<file path="src/rtl/gpu_cmd_feeder_if.sv">
// Producer-side word stream into gpu_cmd_feeder.
//   s_valid : producer presents a word
//   s_gp1   : 1 = word targets GP1, 0 = GP0
//   s_data  : 32-bit command/parameter word
//   s_ready : feeder can accept; a word is pushed when s_valid & s_ready
// master = producer (CPU bus bridge / DMA), slave = feeder.
interface gpu_cmd_feeder_if;
    logic        s_valid;
    logic        s_gp1;
    logic [31:0] s_data;
    logic        s_ready;

    modport master (output s_valid, output s_gp1, output s_data, input s_ready);
    modport slave  (input s_valid, input s_gp1, input s_data, output s_ready);
endinterface

</file>
<file path="src/rtl/gpu_cmd_feeder.sv">
// gpu_cmd_feeder: buffers GP0/GP1 command words and replays each one as a
// single-cycle write pulse on the gpu CPU-side write port. GP0 words wait
// for o_canWrite; GP1 words go out regardless. Order is strictly preserved.
// Ports:
//   clk, i_nrst     clock, asynchronous active-low reset
//   s_if (slave)    producer stream: s_valid/s_gp1/s_data in, s_ready out
//   i_flush         discard all buffered, not-yet-issued words
//   o_canWrite      gpu GP0 FIFO can accept (input despite its name)
//   gpuSel, write   one-cycle write strobe pair
//   gpuAdrA2        0 = GP0, 1 = GP1 (only during the strobe)
//   cpuDataIn       word being written; holds its last value afterwards
//   o_level         words currently buffered
//   o_busy          buffer non-empty or a write/gap in progress
//   o_issuedCnt     words issued since reset (wraps)
//
// state | meaning
// IDLE  | waiting for a head word that may issue
// ISSUE | write pulse on the gpu port (exactly one cycle)
// GAP   | forced idle cycles after a pulse
module gpu_cmd_feeder #(
    parameter int DEPTH_LOG2 = 4,
    parameter int GAP_CYCLES = 1
) (
    input  logic                  clk,
    input  logic                  i_nrst,
    gpu_cmd_feeder_if.slave       s_if,
    input  logic                  i_flush,
    input  logic                  o_canWrite,
    output logic                  gpuSel,
    output logic                  gpuAdrA2,
    output logic                  write,
    output logic [31:0]           cpuDataIn,
    output logic [DEPTH_LOG2:0]   o_level,
    output logic                  o_busy,
    output logic [31:0]           o_issuedCnt
);
    localparam int DEPTH = 1 << DEPTH_LOG2;
    localparam int LVL_W = DEPTH_LOG2 + 1;
    localparam logic [3:0] GAP_LOAD = (GAP_CYCLES > 0) ? 4'(GAP_CYCLES - 1) : 4'd0;

    typedef enum logic [1:0] {ST_IDLE, ST_ISSUE, ST_GAP} state_t;

    state_t                r_state, w_state_nxt;
    logic [32:0]           r_mem [DEPTH];
    logic [DEPTH_LOG2-1:0] r_wr_ptr, r_rd_ptr;
    logic [LVL_W-1:0]      r_level, w_level_nxt;
    logic                  r_empty, r_ready;
    logic [3:0]            r_gap_cnt;
    logic [31:0]           r_data;
    logic                  r_adr;
    logic [31:0]           r_issued;
    logic                  w_push, w_pop, w_issue;
    logic [32:0]           w_head;

    assign w_head  = r_mem[r_rd_ptr];
    // A push coinciding with a flush is dropped along with everything else.
    assign w_push  = s_if.s_valid & r_ready & ~i_flush;
    assign w_issue = (r_state == ST_ISSUE);

    always_comb begin
        w_state_nxt = r_state;
        w_pop       = 1'b0;
        case (r_state)
            ST_IDLE: begin
                if (!r_empty && !i_flush && (w_head[32] || o_canWrite)) begin
                    w_pop       = 1'b1;
                    w_state_nxt = ST_ISSUE;
                end
            end
            ST_ISSUE: w_state_nxt = (GAP_CYCLES > 0) ? ST_GAP : ST_IDLE;
            ST_GAP:   if (r_gap_cnt == 4'd0) w_state_nxt = ST_IDLE;
            default:  w_state_nxt = ST_IDLE;
        endcase
    end

    always_comb begin
        w_level_nxt = r_level;
        if (i_flush)
            w_level_nxt = '0;
        else if (w_push && !w_pop)
            w_level_nxt = r_level + LVL_W'(1);
        else if (!w_push && w_pop)
            w_level_nxt = r_level - LVL_W'(1);
    end

    always_ff @(posedge clk or negedge i_nrst) begin
        if (!i_nrst) r_state <= ST_IDLE;
        else         r_state <= w_state_nxt;
    end

    // Full/empty are registered from the next level, so s_ready never looks
    // ahead at a same-cycle pop.
    always_ff @(posedge clk or negedge i_nrst) begin
        if (!i_nrst) begin
            r_wr_ptr <= '0;
            r_rd_ptr <= '0;
            r_level  <= '0;
            r_empty  <= 1'b1;
            r_ready  <= 1'b0;
        end else begin
            r_level <= w_level_nxt;
            r_empty <= (w_level_nxt == '0);
            r_ready <= (w_level_nxt != LVL_W'(DEPTH));
            if (i_flush) begin
                r_rd_ptr <= r_wr_ptr;
            end else begin
                if (w_push) r_wr_ptr <= r_wr_ptr + DEPTH_LOG2'(1);
                if (w_pop)  r_rd_ptr <= r_rd_ptr + DEPTH_LOG2'(1);
            end
        end
    end

    always_ff @(posedge clk) begin
        if (w_push) r_mem[r_wr_ptr] <= {s_if.s_gp1, s_if.s_data};
    end

    always_ff @(posedge clk or negedge i_nrst) begin
        if (!i_nrst) begin
            r_data    <= '0;
            r_adr     <= 1'b0;
            r_issued  <= '0;
            r_gap_cnt <= '0;
        end else begin
            if (w_pop) begin
                r_data <= w_head[31:0];
                r_adr  <= w_head[32];
            end
            if (w_issue) begin
                r_issued  <= r_issued + 32'd1;
                r_gap_cnt <= GAP_LOAD;
            end else if (r_state == ST_GAP && r_gap_cnt != 4'd0) begin
                r_gap_cnt <= r_gap_cnt - 4'd1;
            end
        end
    end

    assign s_if.s_ready = r_ready;
    assign write        = w_issue;
    assign gpuSel       = w_issue;
    assign gpuAdrA2     = w_issue & r_adr;
    assign cpuDataIn    = r_data;
    assign o_level      = r_level;
    assign o_busy       = ~r_empty | (r_state != ST_IDLE);
    assign o_issuedCnt  = r_issued;
endmodule

</file>
<file path="src/flat_wrapper.sv">
// flat-port wrapper written by rule: the top's interface ports become plain ports
module gpu_cmd_feeder_flat 
#(
    parameter int DEPTH_LOG2 = 4,
    parameter int GAP_CYCLES = 1
)
  (clk, i_nrst, i_flush, o_canWrite, gpuSel, gpuAdrA2, write, cpuDataIn, o_level, o_busy, o_issuedCnt, s_if_s_valid, s_if_s_gp1, s_if_s_data, s_if_s_ready);
  gpu_cmd_feeder_if s_if_i ();
  input  logic clk;
  input  logic i_nrst;
  input  logic i_flush;
  input  logic o_canWrite;
  output logic gpuSel;
  output logic gpuAdrA2;
  output logic write;
  output logic [31:0] cpuDataIn;
  output logic [DEPTH_LOG2:0] o_level;
  output logic o_busy;
  output logic [31:0] o_issuedCnt;
  input wire logic [$bits(s_if_i.s_valid)-1:0] s_if_s_valid;
  input wire logic [$bits(s_if_i.s_gp1)-1:0] s_if_s_gp1;
  input wire logic [$bits(s_if_i.s_data)-1:0] s_if_s_data;
  output wire logic [$bits(s_if_i.s_ready)-1:0] s_if_s_ready;
  assign s_if_i.s_valid = s_if_s_valid;
  assign s_if_i.s_gp1 = s_if_s_gp1;
  assign s_if_i.s_data = s_if_s_data;
  assign s_if_s_ready = s_if_i.s_ready;
  gpu_cmd_feeder #(.DEPTH_LOG2(DEPTH_LOG2), .GAP_CYCLES(GAP_CYCLES)) u_core (.clk(clk), .i_nrst(i_nrst), .s_if(s_if_i), .i_flush(i_flush), .o_canWrite(o_canWrite), .gpuSel(gpuSel), .gpuAdrA2(gpuAdrA2), .write(write), .cpuDataIn(cpuDataIn), .o_level(o_level), .o_busy(o_busy), .o_issuedCnt(o_issuedCnt));
endmodule
</file>
<file path="config.mk">
export PLATFORM = sky130hd
export DESIGN_NAME = gpu_cmd_feeder_flat
export DESIGN_NICKNAME = d
export VERILOG_FILES = /design/src/rtl/gpu_cmd_feeder_if.sv /design/src/rtl/gpu_cmd_feeder.sv /design/src/flat_wrapper.sv
export SDC_FILE = /design/constraint.sdc
export NUM_CORES = 1
export LEC_CHECK = 0
export BUFFER_PORTS_ARGS = -buffer_cell sky130_fd_sc_hd__buf_4
export CORE_UTILIZATION = 30
export DETAILED_ROUTE_END_ITERATION = 8
export PLACE_DENSITY_LB_ADDON = 0.1
export SKIP_CTS_REPAIR_TIMING = 1
export SYNTH_ARGS = -nofsm -noshare
export SYNTH_HDL_FRONTEND = slang
export SYNTH_SLANG_ARGS = --single-unit
export TNS_END_PERCENT = 1
</file>
<file path="constraint.sdc">
create_clock -name clk -period 3.6 [get_ports clk]
set_clock_uncertainty 0.1 [all_clocks]
set_input_delay 0.18 -clock clk [delete_from_list [all_inputs] [get_ports clk]]
set_output_delay 0.18 -clock clk [all_outputs]
set_load 0.01 [all_outputs]
</file>
==> results.json, run 1 <==
{
  "dpl.hpwl_mm": 30.9,
  "boundaryPins": 112,
  "grt_max_degree": 58,
  "vias": 11196,
  "numClockSinks": 614,
  "die_height_um": 283,
  "place_ws_ps": 646,
  "grt_overflow": 0,
  "syn-instance-count": 1085,
  "clock_tree.root_cell": "sky130_fd_sc_hd__clkbuf_16",
  "drc": 0,
  "pwr_density_cell_nw_per_um2": 732,
  "total_leakage_power_nw": 9.67,
  "max-vdd-ir-drop_uv": 361,
  "place_congestion": 0.715,
  "tritoncts": "built",
  "dominantRegCellSynth": "sky130_fd_sc_hd__edfxtp_1",
  "slew_headroom_pct": 35.1,
  "synth-seq-area-share_pct": 75.8,
  "hp-start": "s_if_s_valid",
  "critical_path_peak_fanout": 21,
  "fp-row-count": 102,
  "post-route-util_pct": 36.9,
  "timing.critical_path.from_type": "flop",
  "synth_commonest_cells": "528 x sky130_fd_sc_hd__edfxtp_1, 160 x sky130_fd_sc_hd__mux4_2, 85 x sky130_fd_sc_hd__dfrtp_1, 38 x sky130_fd_sc_hd__nand2_1, 31 x sky130_fd_sc_hd__xnor2_1",
  "run_status": "finished, final reports clean",
  "io_buffers": 111,
  "timing.final.crit_share_pct": 80.6,
  "syn-mean-instance-area_um2": 21.9,
  "synth_cell_type_count": 49,
  "dominant_combinational_cell_family_by_area_after_synthesis": "multiplexers",
  "post_synth_fa_ha_maj_area_fraction_pct": 0.527,
  "grtUsageTotal_pct": 14.9,
  "hold_class": "in -> reg",
  "tightestPinTransition_ps": 974,
  "dr.pass1.iters": 5,
  "timing.critical_path.from": "u_core.r_state[0]",
  "synthMuxAreaShare_pct": 17.3,
  "timing_max_transition_violations_final": 0,
  "synth_largest_type_area_fraction_pct": 66.8,
  "initial_utilization_pct": 30.5,
  "synth_area_leader_cell": "sky130_fd_sc_hd__edfxtp_1",
  "cts-htree-levels": 3,
  "numCtsBuffers": 70,
  "setup_viol": 0,
  "antenna_violating_nets_post_route": 0,
  "yosysMostFrequentCell": "sky130_fd_sc_hd__edfxtp_1",
  "synthXorXnorAreaFrac_pct": 1.59,
  "timing.final.crit_period_ps": 2900,
  "layout_setup_ws_ps": 697,
  "area_growth_pct": 21.0,
  "number_of_warning_messages_in_the_yosys_log": 0,
  "setup_repair_after_global_routing_missed_its_margin": "false",
  "clkSlewWorstSetupHoldPaths_ps": 50,
  "worst_setup_path_end_kind": "flop",
  "die_ar_um2": 80300,
  "number_of_antenna_violations_at_the_first_check_in_global_routing": 2,
  "core_region_area_um2": 77800,
  "ys_async_sr_fraction_pct": 14.0,
  "drt_first_iter_violations": 740,
  "post_synth_main_area_contributors": "sky130_fd_sc_hd__edfxtp_1 67%, sky130_fd_sc_hd__mux4_2 15%, sky130_fd_sc_hd__dfrtp_1 9.0%",
  "n_fill_cell": 7201,
  "grt_pass1_vias": 11798,
  "syn_area_um2": 23800,
  "reg2reg_launch_point": "u_core.r_state[0]",
  "max_clock_freq_mhz": 344,
  "wl_per_cell_um": 24.7,
  "hold_viol": 0,
  "cts-root-to-sink-buffers": 3,
  "timing_worst_setup_path_type": "reg -> reg",
  "synth_enable_flop_cells": 528,
  "synth.net_count": 1133,
  "synth_seq_cells": 614,
  "floorplan.die.width_um": 283,
  "timing.max_cap.violations": 0,
  "num-nets-final": 1338,
  "post_synth_and_or_nand_nor_area_fraction_pct": 2.96,
  "worstPathArrival_ps": 3270,
  "vias_per_cell": 4.69,
  "share_of_the_synthesized_area_in_compound_gates_ao_oa_aoi_oai_pct": 0.590,
  "worstPathRequired_ps": 3970,
  "grt_pass1_wl_mm": 86.5,
  "routed_wirelength_mm": 59.0,
  "worst_skew_pair.late_latency_ps": 600,
  "drive_above_1_share_pct": 32.0,
  "setup_total_negative_slack_ps": 0
}
-- final timing paths --
check	end	slack, ps	depth (start not counted)
max	u_core.r_rd_ptr[2]	700	8
min	u_core.r_wr_ptr[0]	190	3
max reg2reg	u_core.r_rd_ptr[2]	700	8
min reg2reg	u_core.o_issuedCnt[31]	370	1
max in group asynchronous	u_core.cpuDataIn[20]	2430	3
min in group asynchronous	u_core.cpuDataIn[30]	200	2
-- state kept, by name (all words and copies together), names as in the netlist --
register and flops:
u_core.cpuDataIn 32, u_core.r_state 2, u_core.r_mem 528, u_core.r_adr 1
u_core.r_gap_cnt 4, u_core.r_wr_ptr 4, u_core.s_if.s_ready 1, u_core.o_level 5
u_core.r_rd_ptr 4, u_core.o_issuedCnt 32, u_core.r_empty 1
-- through the flow --
stage	total power [mW]	std cells	hold WS, ps	cell area [µm²]
final	21.0	2387	186	28700
after global routing	22.1	2386	224	28700
after CTS	21.4	2349	-336	28400
after detailed placement	14.4	2222	317	26200
after global placement	14.4	2222	303	26200
after floorplan	12.5	1085	-216	23800
-- critical path: stages, from the launching register on --
cell,delay (ps)
sky130_fd_sc_hd__dfrtp_1,410
sky130_fd_sc_hd__or4_1,590
sky130_fd_sc_hd__a211oi_1,220
sky130_fd_sc_hd__and3_1,310
sky130_fd_sc_hd__or3_4,220
sky130_fd_sc_hd__buf_4,400
sky130_fd_sc_hd__nand2_1,120
sky130_fd_sc_hd__xnor2_1,130
sky130_fd_sc_hd__mux2_2,270
-- area by class of cell --
cell class              instances  area [µm²]  area share [%]
multi-input cells             411        5470            19.0
repair buffers                183        1700            5.92
flip-flops and latches        614       18000            62.7
clock inverters                23         206           0.718
well taps                    1040        1300            4.53
diodes                          2        5.00          0.0174
inverters                      10        37.5           0.131
clock buffers                 104        2000            6.97
-- layer usage --
metal  wire (µm)  part of all wire [%]  global-route usage (%)
met1       27300                    46                    20.7
met2       28300                    48                    23.8
met3        2360                   4.0                    2.97
met4        1060                   1.8                    4.27
met5          10                 0.017                       0
-- where the power goes --
| group | total (mW) | internal, mW | switching, mW |
|---|---|---|---|
| clock | 6.89 | 4.07 | 2.82 |
| combinational | 5.30 | 2.78 | 2.52 |
| sequential | 8.84 | 8.37 | 0.468 |
| total | 21.0 | 15.2 | 5.81 |
-- cells in the final DEF (no fill, tap or decap), types with 12 or more instances in the layout --
cell type	instances
sky130_fd_sc_hd__and2_2	16
sky130_fd_sc_hd__buf_4	128
sky130_fd_sc_hd__xor2_1	12
sky130_fd_sc_hd__xnor2_1	31
sky130_fd_sc_hd__edfxtp_1	528
sky130_fd_sc_hd__buf_12	19
sky130_fd_sc_hd__mux2_1	27
sky130_fd_sc_hd__nor2_1	20
sky130_fd_sc_hd__clkbuf_1	25
sky130_fd_sc_hd__dfrtp_1	82
sky130_fd_sc_hd__mux4_2	160
sky130_fd_sc_hd__clkbuf_16	73
sky130_fd_sc_hd__nand2_1	38
sky130_fd_sc_hd__dlygate4sd3_1	36
-- cell families after synthesis --
group	after synthesis
XOR/XNOR	43
AND/OR/NAND/NOR	134
buffers and inverters	60
multiplexers	205
adder cells (fa/ha/maj)	10
AO/OA/AOI/OAI	19
flip-flops	614
(Power assumes the default switching activity.)
==> run 2: changes to the inputs <==
--- a/config.mk
+++ b/config.mk
@@ -5,6 +5,7 @@
 export SDC_FILE = /design/constraint.sdc
 export NUM_CORES = 1
 export LEC_CHECK = 0
+export ABC_AREA = 1
 export BUFFER_PORTS_ARGS = -buffer_cell sky130_fd_sc_hd__buf_4
 export CORE_UTILIZATION = 30
 export DETAILED_ROUTE_END_ITERATION = 8
==> constraint.sdc (replaced) <==
create_clock -name clk -period 2.5 [get_ports clk]
set_clock_uncertainty 0.1 [all_clocks]
set_input_delay 0.125 -clock clk [delete_from_list [all_inputs] [get_ports clk]]
set_output_delay 0.125 -clock clk [all_outputs]
set_load 0.01 [all_outputs]
==> run 2 against run 1 <==
Register-to-register slack worse by 580 ps. Sequential power grew 43%. Area after synthesis increased by 2.1%. Die area is 2.1% higher. Fmax grew 22%. Wire length rose by 20%. Cell count rose by 29%. Cell area grew 2.9%. Flip-flop and latch count unchanged. Critical path type unchanged. Highest routed layer is now met4.
==> results.json, run 2 <==
{
  "run_status": "finished, final reports clean",
  "die_height_um": 286,
  "sequentialPowerShare_pct": 38.6,
  "synth_area_leader_cell": "sky130_fd_sc_hd__edfxtp_1",
  "tightestPinTransition_ps": 967,
  "max_clock_freq_mhz": 419,
  "synthXorXnorAreaFrac_pct": 1.48,
  "number_of_warning_messages_in_the_yosys_log": 0,
  "hold_viol": 0,
  "num-nets-final": 2019,
  "timing_max_transition_violations_final": 0,
  "synth-seq-area-share_pct": 74.3,
  "numCtsBuffers": 71,
  "fp-row-count": 103,
  "worstPathArrival_ps": 2800,
  "worst_setup_path_end_kind": "flop",
  "boundaryPins": 112,
  "setup_viol": 0,
  "hold_class": "in -> async",
  "synth.net_count": 1857,
  "synth_cell_type_count": 46,
  "cts-root-to-sink-buffers": 3,
  "numClockSinks": 614,
  "stdcell_count": 3081,
  "area_growth_pct": 22.0,
  "io_buffers": 111,
  "dr.pass1.iters": 5,
  "clkSlewWorstSetupHoldPaths_ps": 60,
  "synth_commonest_cells": "528 x sky130_fd_sc_hd__edfxtp_1, 320 x sky130_fd_sc_hd__nor2_1, 261 x sky130_fd_sc_hd__o21ai_0, 92 x sky130_fd_sc_hd__clkbuf_1, 89 x sky130_fd_sc_hd__o221ai_1",
  "dominantRegCellSynth": "sky130_fd_sc_hd__edfxtp_1",
  "timing.critical_path.from_type": "flop",
  "number_of_antenna_violations_at_the_first_check_in_global_routing": 1,
  "comb_power_share_pct": 29.2,
  "dpl.hpwl_mm": 36.8,
  "slew_headroom_pct": 35.5,
  "switching_share_pct": 34.8,
  "critical_path_peak_fanout": 163,
  "layout.cells.most_common_list": "528 x sky130_fd_sc_hd__edfxtp_1, 304 x sky130_fd_sc_hd__nor2_1, 261 x sky130_fd_sc_hd__o21ai_0",
  "synth_enable_flop_cells": 528,
  "worst_skew_pair.late_latency_ps": 610,
  "floorplan.die.width_um": 286,
  "initial_utilization_pct": 30.5,
  "clock_tree.root_cell": "sky130_fd_sc_hd__clkbuf_16",
  "place_ws_ps": 253,
  "register_area_um2": 18000,
  "regToRegEndpoint": "u_core.cpuDataIn[10]",
  "wl_per_cell_um": 23.0,
  "post_synth_main_area_contributors": "sky130_fd_sc_hd__edfxtp_1 65%, sky130_fd_sc_hd__dfrtp_1 8.8%, sky130_fd_sc_hd__o21ai_0 5.4%",
  "reg2reg_depth": 5,
  "drive_above_1_share_pct": 15.9,
  "reg2reg_launch_point": "u_core.r_rd_ptr[0]",
  "timing.max_cap.violations": 0,
  "grt_max_degree": 164,
  "p_int_mw": 21.3,
  "mostFrequentLayoutCell": "sky130_fd_sc_hd__edfxtp_1",
  "timing_worst_setup_path_type": "reg -> reg",
  "timing.final.crit_period_ps": 2390,
  "total_leakage_power_nw": 10.1,
  "largest_register_ffs": 528,
  "drt_first_iter_violations": 1137,
  "dp.cells": 2911,
  "core_region_area_um2": 79500,
  "grt_overflow": 0,
  "vias_per_cell": 5.01,
  "antenna_violating_nets_post_route": 0,
  "grt_pass1_wl_mm": 105,
  "synth_largest_type_area_fraction_pct": 65.4,
  "ys_async_sr_fraction_pct": 14.0,
  "cts-htree-levels": 3,
  "setup_repair_after_global_routing_missed_its_margin": "false",
  "post_synth_fa_ha_maj_area_fraction_pct": 0.516,
  "yosysMostFrequentCell": "sky130_fd_sc_hd__edfxtp_1",
  "drc": 0,
  "grtUsageTotal_pct": 17.2,
  "multi_input_area_um2": 5660,
  "reg2reg_setup_slack_ps": 110,
  "synth_seq_cells": 614,
  "syn_area_um2": 24200,
  "routed_wirelength_mm": 70.9,
  "grt_pass1_vias": 15124,
  "post_synth_and_or_nand_nor_area_fraction_pct": 8.92,
  "synthMuxAreaShare_pct": 0,
  "layout_setup_ws_ps": 113,
  "vias": 15431,
  "max-vdd-ir-drop_uv": 934,
  "place_congestion": 0.781,
  "syn-mean-instance-area_um2": 13.4,
  "timing.final.crit_share_pct": 95.5,
  "largest_register": "u_core.r_mem",
  "clock_power_share_pct": 32.2,
  "tritoncts": "built",
  "share_of_the_synthesized_area_in_compound_gates_ao_oa_aoi_oai_pct": 11.9,
  "dominant_combinational_cell_family_by_area_after_synthesis": "compound AO/OA/AOI/OAI gates",
  "net-switching-power_mw": 11.3,
  "n_fill_cell": 7575,
  "worstPathRequired_ps": 2910,
  "syn-instance-count": 1809,
  "die_ar_um2": 82000,
  "pwr_density_cell_nw_per_um2": 1100
}
## run 2: layout make-up
type	count	area share, %
diodes	1	0.00846
multi-input cells	1020	19.1
inverters	57	0.766
clock buffers	99	6.71
repair buffers	207	6.79
clock inverters	33	1.24
flip-flops and latches	614	60.9
well taps	1050	4.44
## run 2: critical path, cell delays in order (launching register included)
cell	delay (ps)
sky130_fd_sc_hd__dfrtp_4	540
sky130_fd_sc_hd__buf_12	430
sky130_fd_sc_hd__o21ai_0	210
sky130_fd_sc_hd__o221ai_1	240
sky130_fd_sc_hd__o211ai_1	160
sky130_fd_sc_hd__a31oi_1	260
## run 2: metal layers
metal / track usage, % / wire (µm) / vias to the layer above
met5: 0 / 0 / -
met4: 4.14 / 1020 / 0
met3: 3.03 / 3030 / 80
met2: 27.7 / 33300 / 323
met1: 24.1 / 33600 / 7936
li1: - / - / 7092
## run 2: power groups by stage
| stage | clock [mW] | combinational [mW] | sequential [mW] |
|---|---|---|---|
| 3_3_place_gp | 0 | 9.55 | 12.8 |
| 2_1_floorplan | 0 | 5.71 | 12.7 |
| 4_1_cts | 10.8 | 9.62 | 12.6 |
| 6_report | 10.5 | 9.52 | 12.6 |
| 3_5_place_dp | 0 | 9.60 | 12.8 |
| 5_1_grt | 11.1 | 10.5 | 12.7 |
## run 2: cell families (layout without fill, tap and decap cells)
kind of cell,Yosys count,after routing
adders and majority gates,10,10
xor gates and xnor gates,40,40
buffers and inverters,175,396
DFF,614,614
other,0,1
and+or+nand+nor,500,500
AOI/OAI and AO/OA,470,470
## run 2: worst max path at each step
| stage | endpoint | slack [ps] | depth (start not counted) | start |
|---|---|---|---|---|
| after floorplan | u_core.r_mem[11][0] | -330 | 4 | u_core.s_if.s_ready |
| after detailed placement | u_core.o_issuedCnt[28] | 250 | 11 | u_core.o_issuedCnt[0] |
| after global routing | u_core.o_issuedCnt[28] | 40 | 11 | u_core.o_issuedCnt[0] |
| final | u_core.cpuDataIn[10] | 110 | 5 | u_core.r_rd_ptr[0] |
| after global placement | u_core.s_if.s_ready | 280 | 16 | u_core.r_rd_ptr[0] |
| after CTS | u_core.o_issuedCnt[28] | 250 | 11 | u_core.o_issuedCnt[0] |
## run 2: through the flow
stage | utilization [%] | hold slack [ps] | area [µm²] | TNS [ps] | total power, mW
finish | 37.2 | 84.6 | 29600 | 0 | 32.6
global route | 37.2 | 136 | 29600 | 0 | 34.4
CTS | 36.7 | -437 | 29200 | 0 | 33.0
detailed placement | 33.8 | 213 | 26900 | 0 | 22.4
global placement | 33.8 | 215 | 26900 | 0 | 22.4
floorplan | - | -271 | 24200 | -161380 | 18.4
==> run 3: changes to the inputs <==
==> constraint.sdc (replaced) <==
create_clock -name clk -period 2.3 [get_ports clk]
set_clock_uncertainty 0.1 [all_clocks]
set_input_delay 0.115 -clock clk [delete_from_list [all_inputs] [get_ports clk]]
set_output_delay 0.115 -clock clk [all_outputs]
set_load 0.01 [all_outputs]
==> run 3 against run 2 <==
Cell count grew 0.26%. Flip-flop and latch count is the same. Cell area grew 0.48%. First-iteration DRC count shrank 21%. Non-clock buffer count grew 13. Worst hold slack gained 6.6 ps. Clock-buffer cell count shrank 5. Via count shrank 0.36%. Largest power group unchanged. Sequential share of layout area shrank 0.29 points. Clock power grew 6%. Power grew 8.2%. Critical path depth grew 1.
==> results.json, run 3 (synthesis results as in run 2) <==
{
  "run_status": "finished, final reports clean",
  "fin_total_pwr_mw": 35.3,
  "drt_first_iter_violations": 893,
  "clock_tree.root_cell": "sky130_fd_sc_hd__clkbuf_16",
  "cts-root-to-sink-buffers": 3,
  "setup_total_negative_slack_ps": 0,
  "post-route-util_pct": 37.4,
  "hold_class": "in -> async",
  "fp-row-count": 103,
  "total_leakage_power_nw": 10.2,
  "grt_pass1_wl_mm": 103,
  "timing_worst_setup_path_type": "reg -> reg",
  "largest_register_ffs": 528,
  "stdcell_count": 3089,
  "initial_utilization_pct": 30.5,
  "critical_path_peak_fanout": 62,
  "boundaryPins": 112,
  "worstPathRequired_ps": 2730,
  "worstPathArrival_ps": 2550,
  "timing.final.crit_period_ps": 2120,
  "tightestPinTransition_ps": 719,
  "dr.pass1.iters": 5,
  "place_congestion": 0.784,
  "crit_chain": "buf_12, buf_12, o21ai_0, o221ai_1, o211ai_1, a31oi_1",
  "timing.max_cap.violations": 0,
  "grt_max_degree": 117,
  "drive_above_1_share_pct": 16.2,
  "clkSlewWorstSetupHoldPaths_ps": 60,
  "wl_per_cell_um": 22.5,
  "tritoncts": "built",
  "worst_skew_pair.late_latency_ps": 610,
  "vias": 15376,
  "numCtsBuffers": 69,
  "switching_share_pct": 34.5,
  "worst_setup_path_end_kind": "flop",
  "numClockSinks": 614,
  "core_region_area_um2": 79500,
  "clock_power_share_pct": 31.4,
  "die_height_um": 286,
  "area_growth_pct": 22.6,
  "net-switching-power_mw": 12.2,
  "timing_max_transition_violations_final": 0,
  "sequentialPowerShare_pct": 38.9,
  "crit_path_frequent_cell": "sky130_fd_sc_hd__buf_12",
  "timing.final.crit_share_pct": 92.1,
  "drc": 0,
  "worst_path_max_delay_cell": "sky130_fd_sc_hd__dfrtp_4",
  "antenna_violating_nets_post_route": 0,
  "setup_viol": 0,
  "dp.cells": 2922,
  "slew_headroom_pct": 52.1,
  "die_ar_um2": 82000,
  "routed_wirelength_mm": 69.6,
  "io_buffers": 111,
  "cts-htree-levels": 3,
  "timing.critical_path.slowest_cell_delay_ps": 520,
  "number_of_antenna_violations_at_the_first_check_in_global_routing": 4,
  "layout.cells.most_common_list": "528 x sky130_fd_sc_hd__edfxtp_1, 304 x sky130_fd_sc_hd__nor2_1, 260 x sky130_fd_sc_hd__o21ai_0",
  "grtUsageTotal_pct": 16.9,
  "dpl.hpwl_mm": 37.9,
  "num-nets-final": 2030,
  "hold_viol": 0,
  "grt_pass1_vias": 15183,
  "largest_register": "u_core.r_mem",
  "floorplan.die.width_um": 286,
  "path_delay_family": "compound AO/OA/AOI/OAI gates",
  "cp.buffers_inverters": 2,
  "p_int_mw": 23.1,
  "mostFrequentLayoutCell": "sky130_fd_sc_hd__edfxtp_1",
  "comb_power_share_pct": 29.7,
  "timing.critical_path.from_type": "flop",
  "max_clock_freq_mhz": 472,
  "grt_overflow": 0,
  "vias_per_cell": 4.98,
  "max-vdd-ir-drop_uv": 1050,
  "pwr_density_cell_nw_per_um2": 1190
}
-- run 3: routing by layer --
layer	global-route usage, %	wire [µm]
met1	23.4	32400
met2	27.4	32900
met3	2.67	2910
met4	4.92	1380
met5	0	27
-- run 3: cell type report --
class / count / area, µm²
Antenna cell: 2 / 5.00
Inverter: 57 / 226
Fill cell: 7553 / 49800
Clock buffer: 94 / 1870
Clock inverter: 32 / 390
Multi-Input combinational cell: 1020 / 5660
Sequential cell: 614 / 18000
Tap cell: 1050 / 1310
Timing Repair Buffer: 220 / 2230
-- run 3: power by group through the flow --
| stage | registers, mW | logic, mW | clock network (mW) |
|---|---|---|---|
| finish | 13.7 | 10.5 | 11.1 |
| global placement | 14.0 | 10.5 | 0 |
| detailed placement | 14.0 | 10.6 | 0 |
| CTS | 13.7 | 10.6 | 11.4 |
| floorplan | 13.8 | 6.20 | 0 |
| global route | 13.8 | 11.6 | 11.8 |
-- run 3: worst register-to-register path, stage by stage (launching register included) --
cell and delay (ps):
sky130_fd_sc_hd__dfrtp_4 520, sky130_fd_sc_hd__buf_12 300, sky130_fd_sc_hd__buf_12 330, sky130_fd_sc_hd__o21ai_0 220, sky130_fd_sc_hd__o221ai_1 260, sky130_fd_sc_hd__o211ai_1 140
sky130_fd_sc_hd__a31oi_1 190
-- run 3: worst paths after layout --
check / from / to / slack [ps] / cells after the start
setup / recovery: u_core.r_rd_ptr[0] / u_core.cpuDataIn[10] / 180 / 6
hold / removal: i_nrst / u_core.o_level[1] / 90 / 3
setup reg to reg: u_core.r_rd_ptr[0] / u_core.cpuDataIn[10] / 180 / 6
hold reg to reg: u_core.o_issuedCnt[31] / u_core.o_issuedCnt[31] / 370 / 1
max in group asynchronous: i_nrst / u_core.cpuDataIn[21] / 1720 / 3
min in group clk: i_flush / u_core.r_rd_ptr[3] / 230 / 3
-- run 3: metrics by stage --
step | hold WS (ps) | cell area, µm² | setup WS (ps)
final | 91.1 | 29700 | 181
after global routing | 113 | 29700 | -32.8
after CTS | -644 | 29300 | 176
after detailed placement | 12.1 | 27100 | 164
after global placement | 23.1 | 27100 | 171
after floorplan | -281 | 24200 | -530
